### config.mk
export PLATFORM = sky130hd
export DESIGN_NAME = serial_magnitude_comparator
export DESIGN_NICKNAME = d
export VERILOG_FILES = /design/src/rtl/cmp_pkg.sv /design/src/rtl/msb_step_cell.sv /design/src/rtl/serial_magnitude_comparator.sv
export SDC_FILE = /design/constraint.sdc
export NUM_CORES = 1
export LEC_CHECK = 0
export CORE_MARGIN = 4
export CORE_UTILIZATION = 40
export CTS_CLUSTER_SIZE = 14
export DETAILED_ROUTE_END_ITERATION = 8
export PLACE_DENSITY = 0.76
export RECOVER_POWER = 50
export SLEW_MARGIN = 15
export SYNTH_ARGS = -nofsm -noshare
export SYNTH_HDL_FRONTEND = slang
export SYNTH_SLANG_ARGS = --single-unit
### constraint.sdc
create_clock -name clk -period 2.45 [get_ports clk]
set_input_delay 0.6125 -clock clk [delete_from_list [all_inputs] [get_ports clk]]
set_output_delay 0.6125 -clock clk [all_outputs]
set_load 0.02 [all_outputs]
### src/rtl/cmp_pkg.sv
// Shared types and constants for the bit-serial magnitude comparator.
package cmp_pkg;

    // Controller states
    typedef enum logic [1:0] {
        IDLE = 2'd0,
        SCAN = 2'd1,
        DONE = 2'd2
    } cmp_state_t;

    // One-hot result encodings, ordered {G, E, L}
    localparam logic [2:0] RES_G    = 3'b100;
    localparam logic [2:0] RES_E    = 3'b010;
    localparam logic [2:0] RES_L    = 3'b001;
    localparam logic [2:0] RES_NONE = 3'b000;

endpackage

### src/rtl/msb_step_cell.sv
// One MSB-first compare step: decides on a differing bit pair, or on
// equality once the final (LSB) position is reached.
module msb_step_cell (
    input  logic a_bit,
    input  logic b_bit,
    input  logic last,
    output logic gt,
    output logic lt,
    output logic eq_final,
    output logic decide
);

    // Pure combinational decision for the current bit position
    always_comb begin
        gt       = a_bit & ~b_bit;
        lt       = ~a_bit & b_bit;
        eq_final = ~(a_bit ^ b_bit) & last;
        decide   = gt | lt | eq_final;
    end

endmodule

### src/rtl/serial_magnitude_comparator.sv
// Bit-serial unsigned magnitude comparator. Scans latched operands MSB-first,
// one bit per clock, and stops at the first differing bit.
module serial_magnitude_comparator
    import cmp_pkg::*;
#(
    parameter int unsigned WIDTH = 8
) (
    input  logic             clk,
    input  logic             rst,
    input  logic             start,
    input  logic [WIDTH-1:0] A,
    input  logic [WIDTH-1:0] B,
    output logic             busy,
    output logic             done,
    output logic             G,
    output logic             E,
    output logic             L
);

    localparam int unsigned IDX_W = (WIDTH > 1) ? $clog2(WIDTH) : 1;

    cmp_state_t       state_q, state_d;
    logic [WIDTH-1:0] a_q, b_q;
    logic [IDX_W-1:0] idx_q;
    logic [2:0]       res_q, res_d;
    logic             load, dec;

    logic gt, lt, eq_final, decide;

    msb_step_cell u_step (
        .a_bit    (a_q[idx_q]),
        .b_bit    (b_q[idx_q]),
        .last     (idx_q == '0),
        .gt       (gt),
        .lt       (lt),
        .eq_final (eq_final),
        .decide   (decide)
    );

    // Next-state, result update and datapath enables
    always_comb begin
        state_d = state_q;
        res_d   = res_q;
        load    = 1'b0;
        dec     = 1'b0;
        case (state_q)
            IDLE, DONE: begin
                if (start) begin
                    load    = 1'b1;
                    res_d   = RES_NONE;
                    state_d = SCAN;
                end else if (state_q == DONE) begin
                    state_d = IDLE;
                end
            end
            SCAN: begin
                if (gt) begin
                    res_d = RES_G;
                end else if (lt) begin
                    res_d = RES_L;
                end else if (eq_final) begin
                    res_d = RES_E;
                end
                if (decide) begin
                    state_d = DONE;
                end else begin
                    // eq_final covers idx==0, so this never wraps
                    dec = 1'b1;
                end
            end
            default: state_d = IDLE;
        endcase
    end

    // State, operand, index and result registers with synchronous reset
    always_ff @(posedge clk) begin
        if (rst) begin
            state_q <= IDLE;
            a_q     <= '0;
            b_q     <= '0;
            idx_q   <= '0;
            res_q   <= RES_NONE;
        end else begin
            state_q <= state_d;
            res_q   <= res_d;
            if (load) begin
                a_q   <= A;
                b_q   <= B;
                idx_q <= IDX_W'(WIDTH - 1);
            end else if (dec) begin
                idx_q <= idx_q - 1'b1;
            end
        end
    end

    // Registered outputs decoded from state and result flags
    always_comb begin
        busy      = (state_q == SCAN);
        done      = (state_q == DONE);
        {G, E, L} = res_q;
    end

endmodule

Word-level counts from Yosys, hierarchy flattened
Cells that the tools add are included.
- register bits: 24
- logic and storage cells: 48
- bits of input ports: 19
- output and inout bits: 5
- bitwise logic cells: 9
- muxes and demuxes: 19
- $add $sub $neg: 1
- equality and inequality tests: 6
- reductions and logical operators: 7
- magnitude comparators: 1
- operators with widths (operator ; count):
    $mux 3 ; 6
    $bmux 1 s3 ; 2
    $mux 1 ; 6
    $mux 2 ; 3
    $pmux 3 s2 ; 1
    $lt 3x4->1 const B ; 1
    $ne 4x1->1 const B ; 1
    $pmux 2 s2 ; 1
    $reduce_bool 2->1 ; 2
    $and 1x1->1 ; 3
    $logic_not 3->1 ; 1
    $ne 3x3->1 const B ; 1
    $not 1->1 ; 3
    $reduce_and 3->1 ; 1
    $sub 3x1->3 const B ; 1
    $eq 2x1->1 const B ; 1
    $eq 2x2->1 const B ; 1
    $logic_not 2->1 ; 1
    $ne 2x1->1 const B ; 1
    $ne 2x2->1 const B ; 1
    $or 1x1->1 ; 2
    $reduce_and 2->1 ; 1
    $reduce_or 2->1 ; 1
    $xor 1x1->1 ; 1

Longest topological paths before layout
- word-level depth: 10
- mapped depth: 8
- gate-level depth less buffers: 7

By module
From an unflattened synthesis, not the netlist that was laid out.
- cells, all modules: 126
- area total of the unflattened synthesis: 1072.3 um2
- by module, submodules not included (module ; cells each ; area an instance (um2) ; times used ; seq. area each (um2)):
    serial_magnitude_comparator ; 120 ; 1027.2 ; 1 ; 480.5
    msb_step_cell ; 6 ; 45.0 ; 1 ; 0.0

Worst setup path before layout
No wires, ideal clock.
- kind: register -> register
- start: register idx_q[0]
- end: register res_q[0]
- data required time: 2.329 ns
- setup slack: 0.256 ns
- buffers on the path: 1
- cell stages (with the launch flop): 9
- setup time: 0.121 ns
- period minus slack after synthesis: 2.194 ns
- arrival time: 2.073 ns
- cells stage by stage: dfxtp_1 buf_6 mux4_2 mux2i_1 inv_1 ha_1 and3b_1 o31a_1 mux2i_1
- longest elaborated chain between the ends: 7
- elaborated cells between the ends (all ways): 17
- those cells by class: eq/ne (1); mux (7); bitwise (7); reduce/logical (2)
- ends and longest elaborated chain (element ; RTL line ; text):
    start: declaration ; serial_magnitude_comparator.sv:24 ; logic [IDX_W-1:0] idx_q;
    start signal: assignment ; serial_magnitude_comparator.sv:89 ; idx_q <= IDX_W'(WIDTH - 1);
    start signal: assignment ; serial_magnitude_comparator.sv:91 ; idx_q <= idx_q - 1'b1;
    $bmux 1 s3, on equally long branches ; serial_magnitude_comparator.sv:31, serial_magnitude_comparator.sv:32 ;
    $mux 1, on equally long branches ; serial_magnitude_comparator.sv:31, serial_magnitude_comparator.sv:32 ;
    $xor 1x1->1 or $not 1->1 (tied branches) ; msb_step_cell.sv:17, msb_step_cell.sv:16 ;
    $not 1->1 or $and 1x1->1 (tied branches) ; msb_step_cell.sv:17, msb_step_cell.sv:16 ;
    $and 1x1->1 or $mux 3 (tied branches) ; msb_step_cell.sv:17, serial_magnitude_comparator.sv:59 ;
    $ne 4x1->1 (no source line) or $mux 3 (tied branches) ; - ;
    $reduce_and 3->1 (no source line) or $pmux 3 s2 (tied branches) ; - ;
    end signal: assignment ; serial_magnitude_comparator.sv:85 ; res_q <= res_d;
    end: declaration ; serial_magnitude_comparator.sv:25 ; logic [2:0] res_q, res_d;
Several ways; a longest one is shown, not always the timed one. The select of a mux whose other input is x is not followed.
A chain may end at the register's enable or synchronous reset.

Final worst setup path
Same ends and word-level chain as after synthesis.

==> flow_metrics.tcl <==
set metrics [dict create \
    syn-cell-area_um2 1111 \
    drt_iter0_markers 18 \
    clk_path_buf_depth 2 \
    final_nets 171 \
    max_freq_ghz 0.4331 \
    grt_pass1_wl_um 3719 \
    path_buf_inv 1 \
    die-area_um2 3685 \
    firstDrtPassIters 4 \
    synth.avg_cell_area_um2 9.033 \
    critical-path-slowest-cell "mux4_2" \
    final.period_utilization_pct 94.24 \
    grt_overflow_total 0 \
    clk_pin_slew_worst_paths_ps 140 \
    io_pins 24 \
    h-tree-depth 1 \
    cp.required_ps 2660 \
    critical_path.top_delay_family "multiplexers" \
    power_density_nw_per_um2 656.1 \
    status "finished, final reports clean" \
    grt_antenna_before_repair 0 \
    yosys_warnings 0 \
    vias_per_cell 5.227 \
    synthCells 123 \
    cpMostUsedCell "mux2i_1" \
    fin_skew_ps 4.298 \
    finalPower_w 0.0009448 \
    slew_headroom_pct 51.88 \
    rows 18 \
    min_period_ps 2309 \
    die_y_um 60.71 \
    leakage_nw 0.5588 \
    path_depth 7 \
    finalSetupViolations 0 \
    syn_to_final_growth_pct 29.62 \
    final-hold-violation-count 0 \
    place_hpwl_um 1626 \
    io_buffers 23 \
    grt_use_total_pct 13.12 \
    final_cell_mix "32 x nand2_1, 23 x dfxtp_1, 22 x clkdlybuf4s50_1, 17 x a21oi_1, 5 x ha_1" \
    whs_ps 468.8 \
    clock-sinks 24 \
    drt-total-wl_um 2202 \
    synth_seq_area_share_pct 43.24 \
    layout_commonest_cell "nand2_1" \
    min_path_type "register to register" \
    critPathMaxFanout 7 \
    tns_ps 0 \
    first_global_vias 913 \
    ys_ff_latch 24 \
    worst_slew_pin_slew_ps 721.7 \
    ff2ff_setup_slack_ps 140 \
    ant_nets 0 \
    startpoint_type "register" \
    ir_drop_mv 0.4923 \
    grt_max_degree 21 \
    max-cap-violations 0 \
    critical_path.cell_chain "mux4_2, mux2i_1, inv_1, ha_1, and3b_1, o31a_1, mux2i_1" \
    fin_util_pct 56.09 \
    fillers 246 \
    hold_depth 2 \
    cts_tree "yes" \
    critPathArrivalTime_ps 2520 \
    start_util_pct 43.27 \
    max_stage_delay_ps 510 \
    regArea_um2 484.2 \
    cts_made_buffers 3 \
    postCtsSetupRepairBufs 0 \
    multi_input_area_um2 570.5 \
    drive_gt1_share_pct 9.589 \
    reg2reg_depth 7 \
    core-area_um2 2567 \
    cts_root_buf "clkbuf_4" \
    dieWidth_um 60.71 \
    worstSetupEndpointType "register" \
    worstSkewPairLatency_ps 310 \
    gp_congestion 0.7851 \
    routedWlPerCell_um 12.51 \
    synth.distinct_cells 22 \
    drv_slew 0 \
    drc 0 \
    vias 920 \
    syn-num-nets 147 \
    n_antenna_cell 0 \
    worstSetupPathType "register to register" \
]
synth_stat cells:
library cell / n / share of area (%)
nor3b_1: 1 / 0.68
dfxtp_1: 24 / 43
o21ai_1: 1 / 0.45
nor2b_1: 3 / 1.7
and3_1: 1 / 0.56
nand2b_1: 4 / 2.3
a311oi_1: 2 / 1.6
inv_1: 4 / 1.4
buf_6: 1 / 1.0
nand2_1: 32 / 11
and4b_1: 1 / 0.90
nand3b_1: 4 / 2.7
and3b_1: 1 / 0.79
ha_1: 5 / 5.6
clkbuf_1: 5 / 1.7
mux4_2: 4 / 8.1
a21oi_1: 17 / 7.7
o31a_1: 1 / 0.79
mux2i_1: 4 / 3.6
a211oi_1: 4 / 2.7
nand3_1: 1 / 0.45
buf_2: 3 / 1.4
final cells by class:
class	instances	share of cell area, %
well taps	30	2.606
repair buffers	28	19.46
inverters	4	1.043
clock inverters	1	2.085
clock buffers	3	1.564
multi-input cells	86	39.62
flip-flops and latches	24	33.62
stage by stage:
| step | cells | setup slack [ps] | cell area (µm²) |
|---|---|---|---|
| final | 176 | 141.2 | 1440 |
| after global routing | 176 | -5.322 | 1440 |
| after CTS | 176 | 97.79 | 1438 |
| after detailed placement | 172 | 23.62 | 1384 |
| after global placement | 172 | 120.0 | 1384 |
| after floorplan | 123 | 256.1 | 1111 |
final timing paths:
kind,startpoint,end
worst max-delay path,idx_q[0],res_q[0]
worst min-delay path,b_q[4],b_q[4]
worst max register to register,idx_q[0],res_q[0]
worst min register to register,b_q[4],b_q[4]
report_power, final:
group	total, W	internal [W]	switching (W)
clock network	0.000288	0.000165	0.000123
registers	0.000447	0.000421	0.0000264
logic	0.000209	0.000113	0.0000967
total	0.000945	0.000699	0.000246
what timing repair did:
item | in CTS | in global routing
setup endpoints to repair | 1 | 3
hold buffers | 0 | 0
resized for setup | 1 | 1
registers in the layout, indices dropped and copies added, names as in the netlist:
signal and flops:
idx_q 3, a_q 8, b_q 8, state_q 2, res_q 3
tightest hold or removal path: stages, from the launching register on:
cell	delay, ps
dfxtp_1	340
nand2_1	50
a21oi_1	50
cells by family after synthesis:
family | after synthesis | share of synthesized area [%]
simple gates | 48 | 20.83
compound gates | 25 | 13.18
flops | 24 | 43.24
buf+inv | 13 | 5.405
mux | 8 | 11.71
fa+ha+maj | 5 | 5.631
metal layers:
layer / global-route usage (%) / part of all wire, %
met2: 21.98 / 45
met1: 16.43 / 47
met3: 2.979 / 6.9
met5: 0 / 0
met4: 4.954 / 0.64
(Power assumes the default switching activity.)
